**config.mk**
```make
export PLATFORM = sky130hd
export DESIGN_NAME = muldiv_unit
export DESIGN_NICKNAME = d
export VERILOG_FILES = /design/src/rtl/muldiv_unit.sv
export SDC_FILE = /design/constraint.sdc
export NUM_CORES = 1
export LEC_CHECK = 0
export BUFFER_PORTS_ARGS = -buffer_cell sky130_fd_sc_hd__buf_2
export CAP_MARGIN = 5
export CORE_MARGIN = 2
export CORE_UTILIZATION = 43
export DETAILED_ROUTE_END_ITERATION = 6
export PLACE_DENSITY = 0.64
export REMOVE_ABC_BUFFERS = 1
export SLEW_MARGIN = 0
export SYNTH_ARGS = -nofsm -noshare
export SYNTH_HDL_FRONTEND = slang
export SYNTH_SLANG_ARGS = --single-unit
```
**constraint.sdc**
```tcl
create_clock -name clk -period 5.9 [get_ports clk]
set_clock_uncertainty 0.1 [all_clocks]
set_input_delay 0.295 -clock clk [delete_from_list [all_inputs] [get_ports clk]]
set_output_delay 0.295 -clock clk [all_outputs]
set_load 0.01 [all_outputs]
```
**src/rtl/muldiv_unit.sv**
```systemverilog
// Iterative 32x32 multiply / divide unit with HI/LO registers and mfhi/mflo readback.
// Define MULDIV_SIGNED_EN for two's-complement operands (mult/div); otherwise multu/divu.
module muldiv_unit (
    input  logic        clk,
    input  logic        rst_n,
    input  logic        start,
    input  logic [5:0]  alu_ctrl,
    input  logic [31:0] a,
    input  logic [31:0] b,
    output logic        busy,
    output logic        done,
    output logic [31:0] hi,
    output logic [31:0] lo,
    output logic [31:0] result,
    output logic        div_by_zero
);

    typedef enum logic [1:0] {
        IDLE = 2'd0,
        MUL  = 2'd1,
        DIV  = 2'd2,
        FIX  = 2'd3
    } state_t;

    localparam logic [4:0] OP_MULT = 5'b01000;
    localparam logic [4:0] OP_DIV  = 5'b01010;
    localparam logic [4:0] OP_MFHI = 5'b01111;
    localparam logic [4:0] OP_MFLO = 5'b00001;

    state_t      state_reg;
    logic [4:0]  cnt_reg;
    logic [31:0] opb_reg;
    logic [63:0] prod_reg;
    logic [32:0] rem_reg;
    logic [31:0] quo_reg;
    logic        neg_lo_reg;
    logic        neg_hi_reg;
    logic        is_div_reg;
    logic        dbz_reg;
    logic        busy_reg;
    logic        done_reg;
    logic        dbz_out_reg;
    logic [31:0] hi_reg;
    logic [31:0] lo_reg;
    logic [31:0] result_reg;

    logic [4:0]  op;
    logic        sign_a;
    logic        sign_b;
    logic [32:0] mag_a;
    logic [32:0] mag_b;

    assign op = alu_ctrl[4:0];

`ifdef MULDIV_SIGNED_EN
    assign sign_a = a[31];
    assign sign_b = b[31];
`else
    assign sign_a = 1'b0;
    assign sign_b = 1'b0;
`endif

    // 33-bit magnitudes so that |-2^31| is representable without wrap.
    assign mag_a = sign_a ? (33'd0 - {1'b1, a}) : {1'b0, a};
    assign mag_b = sign_b ? (33'd0 - {1'b1, b}) : {1'b0, b};

    // Shift-add step: conditionally add the multiplicand to the upper half, then shift right.
    logic [32:0] mul_sum;
    logic [63:0] mul_next;
    assign mul_sum  = {1'b0, prod_reg[63:32]} + (prod_reg[0] ? {1'b0, opb_reg} : 33'd0);
    assign mul_next = {mul_sum, prod_reg[31:1]};

    // Restoring step: shift the next dividend bit in, keep the difference if it did not go negative.
    logic [32:0] div_shift;
    logic [33:0] div_diff;
    logic        div_ok;
    assign div_shift = {rem_reg[31:0], quo_reg[31]};
    assign div_diff  = {1'b0, div_shift} - {2'b00, opb_reg};
    assign div_ok    = ~div_diff[33];

    logic [31:0] fix_hi;
    logic [31:0] fix_lo;
    always_comb begin
        fix_hi = 32'd0;
        fix_lo = 32'd0;
        if (is_div_reg) begin
            fix_lo = neg_lo_reg ? (32'd0 - quo_reg) : quo_reg;
            fix_hi = neg_hi_reg ? (32'd0 - rem_reg[31:0]) : rem_reg[31:0];
        end else begin
            {fix_hi, fix_lo} = neg_lo_reg ? (64'd0 - prod_reg) : prod_reg;
        end
    end

    always_ff @(posedge clk or negedge rst_n) begin
        if (!rst_n) begin
            state_reg   <= IDLE;
            cnt_reg     <= 5'd0;
            opb_reg     <= 32'd0;
            prod_reg    <= 64'd0;
            rem_reg     <= 33'd0;
            quo_reg     <= 32'd0;
            neg_lo_reg  <= 1'b0;
            neg_hi_reg  <= 1'b0;
            is_div_reg  <= 1'b0;
            dbz_reg     <= 1'b0;
            busy_reg    <= 1'b0;
            done_reg    <= 1'b0;
            dbz_out_reg <= 1'b0;
            hi_reg      <= 32'd0;
            lo_reg      <= 32'd0;
            result_reg  <= 32'd0;
        end else begin
            done_reg    <= 1'b0;
            dbz_out_reg <= 1'b0;
            case (state_reg)
                IDLE: begin
                    if (start) begin
                        case (op)
                            OP_MULT: begin
                                state_reg  <= MUL;
                                busy_reg   <= 1'b1;
                                cnt_reg    <= 5'd31;
                                opb_reg    <= mag_a[31:0];
                                prod_reg   <= {32'd0, mag_b[31:0]};
                                neg_lo_reg <= sign_a ^ sign_b;
                                neg_hi_reg <= sign_a ^ sign_b;
                                is_div_reg <= 1'b0;
                                dbz_reg    <= 1'b0;
                            end
                            OP_DIV: begin
                                busy_reg   <= 1'b1;
                                is_div_reg <= 1'b1;
                                if (b == 32'd0) begin
                                    // Preload so FIX emits HI=a, LO=all-ones unchanged.
                                    state_reg  <= FIX;
                                    rem_reg    <= {1'b0, a};
                                    quo_reg    <= 32'hFFFF_FFFF;
                                    neg_lo_reg <= 1'b0;
                                    neg_hi_reg <= 1'b0;
                                    dbz_reg    <= 1'b1;
                                end else begin
                                    state_reg  <= DIV;
                                    cnt_reg    <= 5'd31;
                                    opb_reg    <= mag_b[31:0];
                                    rem_reg    <= 33'd0;
                                    quo_reg    <= mag_a[31:0];
                                    neg_lo_reg <= sign_a ^ sign_b;
                                    neg_hi_reg <= sign_a;
                                    dbz_reg    <= 1'b0;
                                end
                            end
                            OP_MFHI: result_reg <= hi_reg;
                            OP_MFLO: result_reg <= lo_reg;
                            default: ;
                        endcase
                    end
                end
                MUL: begin
                    prod_reg <= mul_next;
                    cnt_reg  <= cnt_reg - 5'd1;
                    if (cnt_reg == 5'd0) begin
                        state_reg <= FIX;
                    end
                end
                DIV: begin
                    rem_reg <= div_ok ? div_diff[32:0] : div_shift;
                    quo_reg <= {quo_reg[30:0], div_ok};
                    cnt_reg <= cnt_reg - 5'd1;
                    if (cnt_reg == 5'd0) begin
                        state_reg <= FIX;
                    end
                end
                FIX: begin
                    hi_reg      <= fix_hi;
                    lo_reg      <= fix_lo;
                    done_reg    <= 1'b1;
                    dbz_out_reg <= dbz_reg;
                    busy_reg    <= 1'b0;
                    state_reg   <= IDLE;
                end
                default: state_reg <= IDLE;
            endcase
        end
    end

    assign busy        = busy_reg;
    assign done        = done_reg;
    assign div_by_zero = dbz_out_reg;
    assign hi          = hi_reg;
    assign lo          = lo_reg;
    assign result      = result_reg;

    logic unused_bits;
    assign unused_bits = ^{alu_ctrl[5], mag_a[32], mag_b[32], rem_reg[32]};

endmodule

```
==> After elaboration in Yosys (flattened, before gate mapping) <==
Cells that the tools add are included.
{ "word_totals": {"ff_bits": 268, "output_inout_bits": 99, "elab_cells": 87} }
{ "classes": {"addsub": 3, "eq_ne": 15, "mux": 35, "bitwise": 1, "n_reduce_logical": 19} }
{ "op_table": {"columns": ["op", "n"], "rows": [
  ["32-bit 2-to-1 mux", 11],
  ["32-bit case mux with 2 select lines", 4],
  ["64-bit 2-to-1 mux", 2],
  ["64-bit case mux with 2 select lines", 1],
  ["33-bit by 32-bit subtractor with 34-bit output", 1],
  ["32-bit by 32-bit adder with 33-bit output", 1],
  ["32-bit logical NOT", 1],
  ["5-bit case mux with 2 select lines", 2],
  ["3-bit AND reduction", 6],
  ["5-bit by 4-bit == test with 1-bit output (second input constant)", 3],
  ["2-bit nonzero test", 6],
  ["5-bit 2-to-1 mux", 2],
  ["4-bit AND reduction", 2],
  ["1-bit 2-to-1 mux", 6],
  ["2-bit by 1-bit inequality test with 1-bit output (second input constant)", 3],
  ["2-bit inequality test (second input constant)", 3],
  ["1-bit case mux with 2 select lines", 3],
  ["2-bit case mux with 3 select lines", 1],
  ["5-bit by 1-bit == test with 1-bit output (second input constant)", 1],
  ["5-bit logical NOT", 1],
  ["5-bit by 1-bit subtractor with 5-bit output (second input constant)", 1],
  ["2-bit == test (second input constant)", 2],
  ["2-bit 2-to-1 mux", 2],
  ["2-bit case mux with 2 select lines", 1],
  ["6 further kinds", 7]
]} }

==> Depth between registers and ports, before layout <==
{ "logic_depth": {"depth_word": 5, "mapped_depth": 14} }

==> Least setup slack after synthesis <==
OpenSTA, ideal clock, no wires.
{ "synth_path": {"path_type": "register to register", "startpoint": "register prod_reg[0]", "endpoint": "register prod_reg[52]", "setup_time_ps": 133, "arrival_ps": 2845, "required_time_ps": 5667, "setup_slack_ps": 2822, "path_stages_with_launch": 14, "synth_period_minus_slack_ps": 3078, "cell_sequence": "dfrtp_1 -> clkbuf_1 -> and2_1 -> ha_1 -> a21o_1 -> a21o_1 -> a2111oi_0 -> nor3_1 -> or2_2 -> clkbuf_1 -> a21o_1 -> a21oi_1 -> xor2_1 -> o21ai_0"} }
{ "synth_via": {"elab_chain_cells": 3} }
{ "synth_rtl": {"columns": ["item", "line", "text"], "rows": [
  ["from (decl)", "33", "logic [63:0] prod_reg;"],
  ["from (signal assigned)", "124", "prod_reg <= {32'd0, mag_b[31:0]};"],
  ["from (signal assigned)", "159", "prod_reg <= mul_next;"],
  ["32-bit 2-to-1 mux", "70", "assign mul_sum = {1'b0, prod_reg[63:32]} + (prod_reg[0] ? {1'b0, opb_reg} : 33'd0);"],
  ["32-bit by 32-bit adder with 33-bit output", "70", null],
  ["64-bit case mux with 2 select lines", "115", "case (state_reg)"]
]} }
No other way between the ends.
A chain may end at the register's enable or synchronous reset.

==> Final worst setup path <==
{ "layout_path": {"startpoint": "input b[29]", "endpoint": "register opb_reg[9]"} }
{ "layout_via": {"elab_chain_cells": 3} }
{ "layout_rtl": {"columns": ["item", "line", "text"], "rows": [
  ["from (decl)", "9", "input logic [31:0] b,"],
  ["32-bit logical NOT", "133", "if (b == 32'd0) begin"],
  ["2-bit inequality test (no source line)", null, null],
  ["4-bit AND reduction (no source line)", null, null],
  ["to (signal assigned)", "123", "opb_reg <= mag_a[31:0];"],
  ["to (signal assigned)", "144", "opb_reg <= mag_b[31:0];"],
  ["to (decl)", "32", "logic [31:0] opb_reg;"]
]} }
No other way between the ends.

==> metrics list <==
- Run status: complete, no violations
- Counting I/O delays and the setup requirement, the final critical path takes 4.10 ns.
- Worst Max-Slew Pin Slew: 1.17 ns
- Antenna Nets Post-Route: 0
- In the routed design, unresolved DRC markers number 0.
- Summed over its instances, the top area cell type makes up 41.9% of the synthesized netlist area.
- The number of pins with negative max-slew slack in the final report came to 0.
- Headroom to the max-slew limit came out at 21.9%.
- The critical path in this run is classified as in -> reg.
- Compared with the post-synthesis result, the final layout area differs by 19.6%.
* WL/cell: 18.8 µm
* Quantity of I/O buffers inserted on ports: 170
- Global routing used 24.5% of the available tracks across all layers.
* Endpoint required time on the critical path: 6.24 ns
- For this design the total switching power over the nets is 5.42 mW.
- Data arrives at the worst endpoint at 4.44 ns.
* Number of distinct standard cells referenced by the synthesized netlist: 67
* Cell type with the highest aggregate area in the netlist: sky130_fd_sc_hd__dfrtp_1
- The HPWL after detailed placement is 31.4 mm.
- Adding up every negative setup slack in the final design gives 0 ns.
* Yosys reg bits: 268
- Post-route core utilization: 52.3%
* Syn_area_per_cell: 8.79 µm²
- In this run the number of H-tree levels came out at 1.
- Antenna violations before repair: 0
- CP max-delay cell: sky130_fd_sc_hd__nor2_2
* Setup crit end kind: flop
* Layout net count: 2,165
* Sequential element share of the synthesized area: 41.9%
- In this run the static leakage power is 9.05 nW.
- Count of TritonRoute iterations in the first routing pass: 7
* Slowest Stage Delay on Critical Path: 0.74 ns
* Maximum operating frequency: 0.244 GHz
* Type of element launching the critical path: input pin
* Relative contribution of combinational cells to total power: 55.0%
* Switching share of power: 44.7%
- Cell internal power dissipation: 6.71 mW
- Number of flip-flops in the largest register: 64
- The final hold violation count is 0.
- After clock tree synthesis, the clock-pin slew on the worst setup and hold paths is 0.06 ns.
- After global routing the overflow that remains totals 0.
- The die is 197 µm wide.
* Starting Density: 43.7%
* Worst-Skew Late Latency: 0.57 ns
* Most used DFF post-synth: sky130_fd_sc_hd__dfrtp_1
* Root Buffer Master: sky130_fd_sc_hd__clkbuf_16
- Via count of the first global-routing pass: 14.2k
- In the finished design, the share of the clock period the worst path needs comes to 69.5%.
- Gates resized during post-CTS repair numbered 0.
- TritonCTS clock tree: done
* Inserted Clock Buffers: 31
* Standard-cell rows: 70
* Leading cell type in the layout, fill and taps excluded: sky130_fd_sc_hd__dfrtp_1
* Number of inserted filler cells in the final layout: 3,500
- Number of synthesized flops with an enable pin: 0
- Vias per cell: 5.61
- Leaving out fill and tap cells, the most frequent cells in the layout are sky130_fd_sc_hd__dfrtp_1 (267), sky130_fd_sc_hd__nor2_1 (207), sky130_fd_sc_hd__nand2_1 (205).
- Antenna cell count: 0
- The floorplan step defined a die boundary enclosing 38,800 µm².
- Setup repair after global routing left no endpoint under its margin.
- The floorplan step defined a core boundary enclosing 36,600 µm².
- Of all nets on the critical path, the largest fanout is 64.
- Maxcap violations: 0
- Final setup vio count: 0
- Post-Syn Area: 16,000 µm²
- In the post-route analysis, the smallest setup slack over all paths is 1.80 ns.
- Area contributors post-synth: sky130_fd_sc_hd__dfrtp_1 (42%), sky130_fd_sc_hd__mux2i_1 (8.6%), sky130_fd_sc_hd__a21oi_1 (5.7%)
- For this block, the via count after detailed routing is 14.1k.
* Total detailed-routing wirelength: 47.3 mm
* Sinks on Clock Net: 268
* Ys Warns: 0
- After clock tree synthesis, the flow added hold-fix buffers numbering 88.
- Traced cell by cell, the critical path runs through dlygate4sd3_1 > buf_2 > nor4_1 > nand4_1 > nor2_2 > buf_4 > a21oi_4 > buf_4 > nor2_1 > a31oi_1 > dlygate4sd3_1.
* First-pass GRT wire length: 76.7 mm
* Dpl ws: 1.86 ns
* Part of the total power dissipated in the clock network: 15.7%
* Worst hold-check path type: in -> reg
- Routability-driven placement congestion ratio: 0.888
* Clock Tree Buf Depth: 3
- Gate count after technology mapping: 1,820
- Fraction of layout instances using a drive strength above 1: 13.7%
- From bottom edge to top edge, the die measures 197 µm.
- Initial detailed-routing violation count: 883
- IR analysis of the VDD net gives a maximum drop of 0.000354 V.
* Largest net degree at the start of global routing: 117
* Power per unit of standard cell area: 634 nW/µm²
* Fraction of power consumed by sequential logic: 29.3%
- Post-CTS setup buffer count: 0
- IO Count: 172
- Of all flip-flops after synthesis, the portion carrying an async set or reset was 100%.
## synth_stat cells (4+ instances only)
cell type,instances
sky130_fd_sc_hd__a211oi_1,11
sky130_fd_sc_hd__a21boi_0,5
sky130_fd_sc_hd__a21o_1,32
sky130_fd_sc_hd__a21oi_1,183
sky130_fd_sc_hd__a221oi_2,8
sky130_fd_sc_hd__a31oi_1,42
sky130_fd_sc_hd__and2_1,38
sky130_fd_sc_hd__and3_1,10
sky130_fd_sc_hd__buf_1,12
sky130_fd_sc_hd__buf_4,4
sky130_fd_sc_hd__clkbuf_1,92
sky130_fd_sc_hd__dfrtp_1,268
sky130_fd_sc_hd__ha_1,70
sky130_fd_sc_hd__inv_1,56
sky130_fd_sc_hd__mux2_4,8
sky130_fd_sc_hd__mux2i_1,137
sky130_fd_sc_hd__nand2_1,206
sky130_fd_sc_hd__nand2b_1,12
sky130_fd_sc_hd__nand3_1,15
sky130_fd_sc_hd__nand4_1,13
sky130_fd_sc_hd__nor2_1,208
sky130_fd_sc_hd__nor2b_1,7
sky130_fd_sc_hd__nor3_1,16
sky130_fd_sc_hd__nor4_1,11
sky130_fd_sc_hd__o211ai_1,13
sky130_fd_sc_hd__o21a_1,6
sky130_fd_sc_hd__o21ai_0,169
sky130_fd_sc_hd__o21bai_1,6
sky130_fd_sc_hd__o22ai_1,4
sky130_fd_sc_hd__o31a_1,5
sky130_fd_sc_hd__o31ai_1,7
sky130_fd_sc_hd__or2_2,4
sky130_fd_sc_hd__or3_1,38
sky130_fd_sc_hd__xnor2_1,28
sky130_fd_sc_hd__xor2_1,27
## critical path, delay by kind of cell
family	cells	cell delay, ns
AO/OA/AOI/OAI	2	0.12
buffers and inverters	5	1.90
AND/OR/NAND/NOR	4	2.08
## cell type report
| type | instances | area, µm² | area share, % |
|---|---|---|---|
| Timing Repair Buffer | 279 | 1910 | 9.99 |
| Sequential cell | 268 | 6710 | 35.1 |
| Clock inverter | 11 | 93.8 | 0.490 |
| Inverter | 56 | 210 | 1.10 |
| Multi-Input combinational cell | 1384 | 8730 | 45.6 |
| Tap cell | 468 | 586 | 3.06 |
| Clock buffer | 45 | 898 | 4.69 |
## power by group through the flow
stage                     logic [mW]  registers (mW)  clock network [mW]
after floorplan                 4.60            3.54                   0
after CTS                       6.66            3.55                1.95
after detailed placement        6.44            3.57                   0
after global placement          6.34            3.54                   0
final                           6.67            3.55                1.91
after global routing            7.47            3.67                2.02
## stage by stage
stage	instance area (µm²)	hold WS, ns	instances	power [mW]
floorplan	15500	-0.101	1708	8.14
global placement	17300	0.212	2367	9.88
detailed placement	17300	0.211	2367	10.0
CTS	19100	0.000709	2511	12.2
global route	19100	0.0227	2511	13.2
finish	19100	0.0143	2511	12.1
## logic make-up (layout without fill, tap and decap cells)
kind of cell | after synthesis | after routing | synth area share [%]
simple gates | 589 | 589 | 16.5
compound gates | 521 | 521 | 19.3
flops | 268 | 268 | 41.9
buf+inv | 168 | 391 | 4.11
mux | 147 | 147 | 9.47
fa+ha+maj | 72 | 72 | 5.73
xor+xnor | 55 | 55 | 3.01
## per-layer routing
layer	vias up	GRT usage (%)	wire length [µm]
met5	-	0	0
met3	71	2.84	2150
met2	348	40.3	21700
li1	6804	-	-
met4	0	6.54	1050
met1	6855	34.4	22400
## path summary, 6_finish.rpt
check	start	endpoint	slack, ns	cells after the start
worst max-delay path	b[29]	opb_reg[9]$_DFFE_PN0P_	1.80	11
worst min-delay path	b[2]	prod_reg[2]$_DFFE_PN0P_	0.01	3
worst max register to register	prod_reg[0]$_DFFE_PN0P_	prod_reg[63]$_DFFE_PN0P_	1.83	13
worst min register to register	dbz_reg$_DFFE_PN0P_	dbz_reg$_DFFE_PN0P_	0.39	2
max in group asynchronous	rst_n	rem_reg[11]$_DFFE_PN0P_	3.96	3
min in group asynchronous	rst_n	result[26]$_DFFE_PN0P_	0.16	2
Power figures use the tool's default switching activity.
